===== src/rtl/prog_pkg.sv =====
`default_nettype none
// ============================================================================
// Module      : prog_pkg
// Description : Shared constants, FSM state type and CRC-8 step function for
//               the programmed-word readback block. The CRC state exists only
//               when READBACK_CRC_EN is defined.
// Revision    : 1.0 - initial release
// ============================================================================
package prog_pkg;

    localparam int         DEF_NUM_BITS = 104;
    localparam logic [7:0] DEF_RB_CMD   = 8'hA5;
    localparam logic [7:0] CRC_POLY     = 8'h07;

`ifdef READBACK_CRC_EN
    typedef enum logic [2:0] {
        ST_IDLE = 3'd0,
        ST_CMD  = 3'd1,
        ST_SEND = 3'd2,
        ST_CRC  = 3'd3,
        ST_DONE = 3'd4
    } rb_state_t;
`else
    typedef enum logic [2:0] {
        ST_IDLE = 3'd0,
        ST_CMD  = 3'd1,
        ST_SEND = 3'd2,
        ST_DONE = 3'd4
    } rb_state_t;
`endif

    // One bit of an MSB-first serial CRC-8 (shift left, feedback into the poly).
    function automatic logic [7:0] crc8_step(input logic [7:0] crc, input logic din);
        logic w_fb;
        w_fb = crc[7] ^ din;
        return {crc[6:0], 1'b0} ^ (w_fb ? CRC_POLY : 8'h00);
    endfunction

endpackage
`default_nettype wire


===== src/rtl/crc8_serial.sv =====
`default_nettype none
// ============================================================================
// Module      : crc8_serial
// Description : Bit-serial CRC-8 accumulator with synchronous clear and enable.
// Revision    : 1.0 - initial release
// ============================================================================
module crc8_serial
    import prog_pkg::*;
(
    input  logic       clk,
    input  logic       reset,
    input  logic       clr,
    input  logic       en,
    input  logic       din,
    output logic [7:0] crc
);

    always_ff @(posedge clk or negedge reset) begin
        if (!reset) begin
            crc <= 8'h00;
        end else if (clr) begin
            crc <= 8'h00;
        end else if (en) begin
            crc <= crc8_step(crc, din);
        end
    end

endmodule
`default_nettype wire


===== src/rtl/prog_readback.sv =====
`default_nettype none
// ============================================================================
// Module      : prog_readback
// Description : Serial readback of the programmed word. A command byte on SDI
//               selects readback; the snapshotted word is shifted out on SDO
//               LSB first. Define READBACK_CRC_EN to append a CRC-8 trailer.
// Revision    : 1.0 - initial release
// ============================================================================
module prog_readback
    import prog_pkg::*;
#(
    parameter int         NUM_BITS = DEF_NUM_BITS,
    parameter logic [7:0] RB_CMD   = DEF_RB_CMD
) (
    input  logic                SCLK,
    input  logic                reset,
    input  logic                CS,
    input  logic                SDI,
    input  logic [NUM_BITS-1:0] prog_data,
    output logic                SDO,
    output logic                SDO_OE,
    output logic                rb_busy
);

    localparam logic [6:0] c_last_bit = 7'(NUM_BITS - 1);
    localparam logic [6:0] c_last_cmd = 7'd7;

    rb_state_t           r_state;
    rb_state_t           w_state_nxt;
    logic [6:0]          r_cnt;
    logic [6:0]          w_cnt_nxt;
    logic [7:0]          r_cmd;
    logic [7:0]          w_cmd_nxt;
    logic [7:0]          w_cmd_shift;
    logic [NUM_BITS-1:0] r_tx;
    logic [NUM_BITS-1:0] w_tx_nxt;
    logic                r_sdo;
    logic                w_sdo_nxt;
    logic                w_busy;

`ifdef READBACK_CRC_EN
    localparam logic [6:0] c_last_crc = 7'd7;

    logic       w_crc_clr;
    logic       w_crc_en;
    logic       w_crc_din;
    logic [7:0] w_crc;

    crc8_serial u_crc8_serial (
        .clk   (SCLK),
        .reset (reset),
        .clr   (w_crc_clr),
        .en    (w_crc_en),
        .din   (w_crc_din),
        .crc   (w_crc)
    );

    assign w_crc_clr = CS || (r_state == ST_IDLE);
    assign w_busy    = (r_state == ST_SEND) || (r_state == ST_CRC);
`else
    assign w_busy    = (r_state == ST_SEND);
`endif

    assign w_cmd_shift = {SDI, r_cmd[7:1]};

    // State register plus datapath registers; all cleared by the async reset.
    always_ff @(posedge SCLK or negedge reset) begin
        if (!reset) begin
            r_state <= ST_IDLE;
            r_cnt   <= 7'd0;
            r_cmd   <= 8'h00;
            r_tx    <= '0;
            r_sdo   <= 1'b0;
        end else begin
            r_state <= w_state_nxt;
            r_cnt   <= w_cnt_nxt;
            r_cmd   <= w_cmd_nxt;
            r_tx    <= w_tx_nxt;
            r_sdo   <= w_sdo_nxt;
        end
    end

    always_comb begin
        w_state_nxt = r_state;
        w_cnt_nxt   = r_cnt;
        w_cmd_nxt   = r_cmd;
        w_tx_nxt    = r_tx;
        w_sdo_nxt   = 1'b0;
`ifdef READBACK_CRC_EN
        w_crc_en    = 1'b0;
        w_crc_din   = 1'b0;
`endif

        if (CS) begin
            // Deselected edge: drop every trace of the previous frame.
            w_state_nxt = ST_IDLE;
            w_cnt_nxt   = 7'd0;
            w_cmd_nxt   = 8'h00;
            w_tx_nxt    = '0;
        end else begin
            case (r_state)
                ST_IDLE: begin
                    w_cmd_nxt   = w_cmd_shift;
                    w_cnt_nxt   = 7'd1;
                    w_state_nxt = ST_CMD;
                end

                ST_CMD: begin
                    w_cmd_nxt = w_cmd_shift;
                    w_cnt_nxt = r_cnt + 7'd1;
                    if (r_cnt == c_last_cmd) begin
                        if (w_cmd_shift == RB_CMD) begin
                            // Snapshot edge: bit 0 goes out now, the rest is held here.
                            w_tx_nxt    = prog_data >> 1;
                            w_sdo_nxt   = prog_data[0];
                            w_cnt_nxt   = 7'd0;
                            w_state_nxt = ST_SEND;
`ifdef READBACK_CRC_EN
                            w_crc_en    = 1'b1;
                            w_crc_din   = prog_data[0];
`endif
                        end else begin
                            w_state_nxt = ST_DONE;
                        end
                    end
                end

                ST_SEND: begin
                    if (r_cnt == c_last_bit) begin
`ifdef READBACK_CRC_EN
                        w_tx_nxt    = {{(NUM_BITS-7){1'b0}}, w_crc[7:1]};
                        w_sdo_nxt   = w_crc[0];
                        w_cnt_nxt   = 7'd0;
                        w_state_nxt = ST_CRC;
`else
                        w_state_nxt = ST_DONE;
`endif
                    end else begin
                        w_sdo_nxt = r_tx[0];
                        w_tx_nxt  = r_tx >> 1;
                        w_cnt_nxt = r_cnt + 7'd1;
`ifdef READBACK_CRC_EN
                        w_crc_en  = 1'b1;
                        w_crc_din = r_tx[0];
`endif
                    end
                end

`ifdef READBACK_CRC_EN
                ST_CRC: begin
                    if (r_cnt == c_last_crc) begin
                        w_state_nxt = ST_DONE;
                    end else begin
                        w_sdo_nxt = r_tx[0];
                        w_tx_nxt  = r_tx >> 1;
                        w_cnt_nxt = r_cnt + 7'd1;
                    end
                end
`endif

                ST_DONE: begin
                    w_state_nxt = ST_DONE;
                end

                default: begin
                    w_state_nxt = ST_IDLE;
                    w_cnt_nxt   = 7'd0;
                end
            endcase
        end
    end

    assign SDO     = r_sdo;
    assign rb_busy = w_busy;
    // Pad enable is gated by CS directly so it releases without waiting for an edge.
    assign SDO_OE  = !CS && w_busy;

endmodule
`default_nettype wire


===== config.mk =====
export PLATFORM = sky130hd
export DESIGN_NAME = prog_readback
export DESIGN_NICKNAME = d
export VERILOG_FILES = /design/src/rtl/prog_pkg.sv /design/src/rtl/crc8_serial.sv /design/src/rtl/prog_readback.sv
export SDC_FILE = /design/constraint.sdc
export NUM_CORES = 1
export LEC_CHECK = 0
export CAP_MARGIN = 10
export CORE_MARGIN = 2
export CORE_UTILIZATION = 42
export DETAILED_ROUTE_END_ITERATION = 10
export PLACE_DENSITY = 0.67
export SKIP_CTS_REPAIR_TIMING = 1
export SLEW_MARGIN = 20
export SYNTH_ARGS = -nofsm -noshare
export SYNTH_HDL_FRONTEND = slang
export SYNTH_SLANG_ARGS = --single-unit

===== constraint.sdc =====
create_clock -name SCLK -period 2.2 [get_ports SCLK]
set_clock_uncertainty 0.05 [all_clocks]
set_input_delay 0.22 -clock SCLK [delete_from_list [all_inputs] [get_ports SCLK]]
set_output_delay 0.22 -clock SCLK [all_outputs]
set_load 0.005 [all_outputs]

==> impl_metrics.json, run 1 <==
{
  "fp.dieH_um": 135,
  "drc_errors": 0,
  "ios": 111,
  "synth_warnings": 0,
  "core_area_mm2": 0.0171,
  "totalNegativeSetupSlack_ns": 0,
  "yosysSeqAreaShare": 0.418,
  "h-tree-depth": 4,
  "start_util": 0.425,
  "numCtsBuffers": 17,
  "reg2reg_depth": 6,
  "ant_nets": 0,
  "clockBufferDepth": 2,
  "mappedNetlistArea_mm2": 0.00724,
  "nets": 1008,
  "syn_nets": 897,
  "grt_pass1_vias": 5417,
  "rows": 48,
  "worstMarginPinSlew_ns": 0.868,
  "clk_latency_ns": 0.42,
  "diodes": 0,
  "max_freq_mhz": 466,
  "drive_gt1_frac": 0.212,
  "irDropWorstVdd_uv": 567,
  "synth.avg_cell_area_um2": 9.19,
  "grt_pass1_wl_um": 26200,
  "wire_per_inst_um": 14.3,
  "status": "finished, final reports clean",
  "leakage_nw": 4.60,
  "synth_edf_count": 0,
  "cts_tree": "done",
  "worstPathRequired_ns": 2.45,
  "rsz0062_at_grt": "yes",
  "worstSetupEndpointType": "flip-flop",
  "synth_top_family_by_area": "simple AND/OR/NAND/NOR gates",
  "synthAdderAreaFrac": 0.00173,
  "synth_ff_type": "dfrtp_1",
  "path_max_fanout": 40,
  "report.power.total_mw": 5.71,
  "overflow": 0,
  "dpl.hpwl_um": 9970,
  "synth-simple-area-share": 0.233,
  "vias": 5631,
  "filler_cell_count": 1543,
  "via_per_inst": 4.95,
  "place.gp.congestion": 0.767,
  "synth-compound-area-share": 0.103,
  "synthTopCellsByArea": "dfrtp_1 (42%), mux2_4 (14%), nand2_1 (11%)",
  "min_path_cells": 4,
  "wl_met2_um": 7560,
  "hold_path_class": "input port to flip-flop",
  "drt_iter0_drc": 261,
  "grt_max_degree": 127,
  "cp-start-kind": "flip-flop",
  "muxShareOfSynthArea": 0.196,
  "dr.pass1.iters": 4,
  "crit_type": "flip-flop to flip-flop",
  "fin_hold_ws_ns": 0.166,
  "hold_viol": 0,
  "critPathArrivalTime_ns": 2.40,
  "die_w_um": 135,
  "wl_met3_um": 626,
  "final_cells": 1137,
  "clock-root-buffer": "clkbuf_16",
  "synthArstFlopShare": 1.00,
  "io_buffers": 110,
  "cap_violations": 0,
  "drt-total-wl_um": 16200,
  "highest_layer": "met4",
  "power_density_mw_per_mm2": 606,
  "cts_sinks": 121,
  "syn2layout_area_growth_pct": 30.1,
  "finalSetupViolCount": 0,
  "relSlewSlack": 0.421,
  "post-place-cells": 1096,
  "grt_usage": 0.181,
  "synth-seq-cells": 121,
  "synthXorXnorAreaFrac": 0,
  "synth_top_area_frac": 0.418,
  "ys_types": 41,
  "period_share": 0.975,
  "synthCells": 788,
  "clkTransAtPathRegs_ns": 0.05,
  "synth_top_area_cell": "dfrtp_1",
  "period_needed_ns": 2.15,
  "dieArea_mm2": 0.0183,
  "slew_violations": 0,
  "wl_met1_um": 7860,
  "antenna_found_initial": 0
}
[layer usage]
metal  GRT usage  vias to the layer above
met4      0.0556                        0
met5           0                        -
met3      0.0449                       16
met1       0.244                     2687
met2       0.287                       96
li1            -                     2832
[path summary, 6_finish.rpt]
path                                 startpoint                     end  slack, ns
max                        r_cnt[0]$_DFFE_PN0P_    r_tx[85]$_DFFE_PN0P_       0.05
min in group asynchronous                 reset    r_tx[15]$_DFFE_PN0P_       0.26
min                                          CS    r_cnt[0]$_DFFE_PN0P_       0.17
max in group asynchronous                 reset  r_state[0]$_DFFE_PN0P_       1.16
min reg2reg                r_cmd[1]$_DFFE_PN0P_    r_cmd[1]$_DFFE_PN0P_       0.48
max reg2reg                r_cnt[0]$_DFFE_PN0P_    r_tx[85]$_DFFE_PN0P_       0.05
[kinds of logic after synthesis]
logic type | Yosys count
AOI/OAI and AO/OA | 137
adders and majority gates | 1
buffers and inverters | 70
DFF | 121
muxes | 103
and+or+nand+nor | 356
[registers in the layout, summed over array words and instances (netlist names)]
name / flops
r_tx: 103
SDO: 1
r_cnt: 7
r_state: 3
r_cmd: 7
[power breakdown]
group | total [mW] | switching (mW) | leakage (nW) | internal, mW
registers | 2.24 | 0.00582 | 1.68 | 2.24
logic | 0.484 | 0.225 | 2.60 | 0.260
clock network | 2.98 | 0.996 | 0.319 | 1.98
[cells in the mapped netlist, types with 2 or more instances]
| cell type | n |
|---|---|
| nand2_1 | 221 |
| dfrtp_1 | 121 |
| a21oi_1 | 118 |
| nor2b_1 | 102 |
| mux2_4 | 69 |
| mux2_2 | 33 |
| clkbuf_1 | 28 |
| buf_2 | 21 |
| buf_6 | 8 |
| inv_1 | 8 |
| nor2_1 | 6 |
| o21ai_0 | 5 |
| and3_1 | 4 |
| nor3_1 | 4 |
| buf_1 | 3 |
| nand3_1 | 3 |
| a211o_1 | 2 |
| a211oi_1 | 2 |
| buf_4 | 2 |
| nand2b_1 | 2 |
| nand4_1 | 2 |
| nor4bb_1 | 2 |
| o31ai_1 | 2 |
| or3b_2 | 2 |
| or4b_2 | 2 |
[worst max-delay path, stage by stage, from the launching register on]
cell	delay [ns]
dfrtp_1	0.37
ha_1	0.20
and4bb_2	0.25
and3_4	0.18
a21oi_4	0.24
buf_12	0.33
mux2_2	0.38
[final cells by class]
cell class	instances	area [um2]	share of cell area
multi-input combinational	597	3890	0.413
sequential	121	3030	0.322
timing repair buffer	154	1550	0.164
clock buffer	25	526	0.0558
inverter	8	37.5	0.00398
tap	225	282	0.0299
clock inverter	7	110	0.0117
[cell usage in the layout, fill, tap and decap left out, drive strengths merged, types with 5 or more instances in the layout]
cell type      synthesis  routed
nand2                221     221
dfrtp                121     121
nor2                   6       6
a21oi                119     119
mux2                 102     102
nor2b                102     102
buf                   34      45
o21ai                  5       5
clkdlybuf4s50          0     106
inv                    8       8
clkbuf                28      25
[through the flow]
step                worst slack, ns  instance area [um2]  utilization
floorplan                    0.0930                 7240            -
finish                       0.0539                 9430        0.553
detailed placement           -0.122                 8660        0.508
global route                -0.0429                 9430        0.553
CTS                          -0.318                 9290        0.545
global placement            -0.0850                 8660        0.508
Power figures use the tool's default switching activity.
==> run 2, diff against run 1 <==
Settings changed: PLACE_DENSITY 0.67 to unset.
Clock period 2.2 ns to 2.3 ns, I/O delays scaled along.
==> run 2 against run 1 <==
  * Clock power is 6% lower
  * Sequential share of layout area grew 0.60 points
  * Register-to-register slack better by 0.02 ns
  * Global-route usage up 0.35 points
  * Count of clock-buffer cells in the layout shrank 3
  * Critical path depth grew 1
  * Final cell count shrank 1.5%
  * Utilization is 1.0 points lower
  * Combinational power down 8.1%
==> impl_metrics.json, run 2 (same netlist as run 1, synthesis figures left out) <==
{
  "period_needed_ns": 2.23,
  "dr.pass1.iters": 4,
  "via_per_inst": 5.03,
  "report.power.total_mw": 5.40,
  "fin_hold_ws_ns": 0.207,
  "h-tree-depth": 4,
  "clockBufferDepth": 2,
  "hold_path_class": "input port to flip-flop",
  "cp-start-kind": "flip-flop",
  "worstPathRequired_ns": 2.54,
  "r2r_slack_ns": 0.07,
  "io_buffers": 110,
  "leakage_nw": 4.48,
  "largest_register_ffs": 103,
  "worstSetupEndpointType": "flip-flop",
  "cts_sinks": 121,
  "ios": 111,
  "wire_per_inst_um": 14.6,
  "grt_pass1_wl_um": 27400,
  "finalInstanceArea_mm2": 0.00925,
  "placed_cell_area_mm2": 0.00857,
  "grt_max_degree": 203,
  "core_area_mm2": 0.0171,
  "reg_top3": "r_tx: 103 flops, r_cmd: 7 flops, r_cnt: 7 flops",
  "numCtsBuffers": 17,
  "grt_usage": 0.184,
  "ant_nets": 0,
  "max_freq_mhz": 448,
  "finalSetupViolCount": 0,
  "power_density_mw_per_mm2": 584,
  "irDropWorstVdd_uv": 493,
  "start_util": 0.425,
  "path_max_fanout": 38,
  "hold_viol": 0,
  "finalCoreUtilization": 0.542,
  "clk_latency_ns": 0.42,
  "place.gp.congestion": 0.800,
  "crit_type": "flip-flop to flip-flop",
  "period_share": 0.970,
  "cts_tree": "done",
  "drc_errors": 0,
  "final_common_cell": "nand2_1",
  "clock-root-buffer": "clkbuf_16",
  "syn2layout_area_growth_pct": 27.7,
  "rows": 48,
  "status": "finished, final reports clean",
  "dpl.hpwl_um": 9860,
  "antenna_found_initial": 0,
  "filler_cell_count": 1550,
  "drt_iter0_drc": 361,
  "overflow": 0,
  "place_ws_ns": 0.0178,
  "vias": 5632,
  "drt-total-wl_um": 16400,
  "nets": 992,
  "largest_register": "r_tx",
  "dieArea_mm2": 0.0183,
  "drive_gt1_frac": 0.194,
  "worstMarginPinSlew_ns": 0.822,
  "final_cell_mix": "nand2_1 (221), dfrtp_1 (119), a21oi_1 (118)",
  "fin_ws_ns": 0.0696,
  "critPathArrivalTime_ns": 2.47,
  "diodes": 0,
  "clkTransAtPathRegs_ns": 0.05,
  "die_w_um": 135,
  "fp.dieH_um": 135,
  "grt_pass1_vias": 5547,
  "relSlewSlack": 0.452,
  "cap_violations": 0,
  "slew_violations": 0
}
## run 2: area by class of cell
cell class / count / area (um2) / share of cell area
Multi-Input combinational cell: 597 / 3870 / 0.419
Sequential cell: 121 / 3030 / 0.328
Timing Repair Buffer: 138 / 1420 / 0.153
Clock buffer: 22 / 474 / 0.0513
Tap cell: 225 / 282 / 0.0304
Clock inverter: 9 / 145 / 0.0157
Inverter: 8 / 32.5 / 0.00352
## run 2: path summary, 6_finish.rpt
kind,start,endpoint,depth (start not counted)
setup / recovery,r_cnt[1]$_DFFE_PN0P_,r_tx[4]$_DFFE_PN0P_,7
min in group asynchronous,reset,r_tx[16]$_DFFE_PN0P_,3
max in group asynchronous,reset,r_state[0]$_DFFE_PN0P_,3
setup reg to reg,r_cnt[1]$_DFFE_PN0P_,r_tx[4]$_DFFE_PN0P_,7
hold / removal,CS,r_tx[100]$_DFFE_PN0P_,3
hold reg to reg,r_cnt[1]$_DFFE_PN0P_,r_cnt[1]$_DFFE_PN0P_,2
## run 2: through the flow
step / setup TNS (ns) / cells
after floorplan: 0 / 788
after global placement: 0 / 1084
after detailed placement: 0 / 1084
after CTS: -0.281 / 1115
after global routing: -0.0563 / 1120
final: 0 / 1120
## run 2: where the power goes
| group | switching [mW] | total (mW) | internal, mW |
|---|---|---|---|
| logic | 0.210 | 0.445 | 0.235 |
| clock network | 0.924 | 2.81 | 1.88 |
| registers | 0.00806 | 2.15 | 2.14 |
## run 2: worst max-delay path: stages, from the launching register on
cell and delay, ns:
dfrtp_1 0.40, ha_1 0.20, and4bb_2 0.27, and3_1 0.23, a21oi_4 0.19, buf_12 0.14
buf_12 0.24, mux2_2 0.37
## run 2: layer usage
layer	global-route usage	wire length, um	share of wire
met5	0	0	0
met4	0.0417	102	0.0062
met3	0.0486	777	0.047
met2	0.284	7830	0.48
met1	0.260	7680	0.47
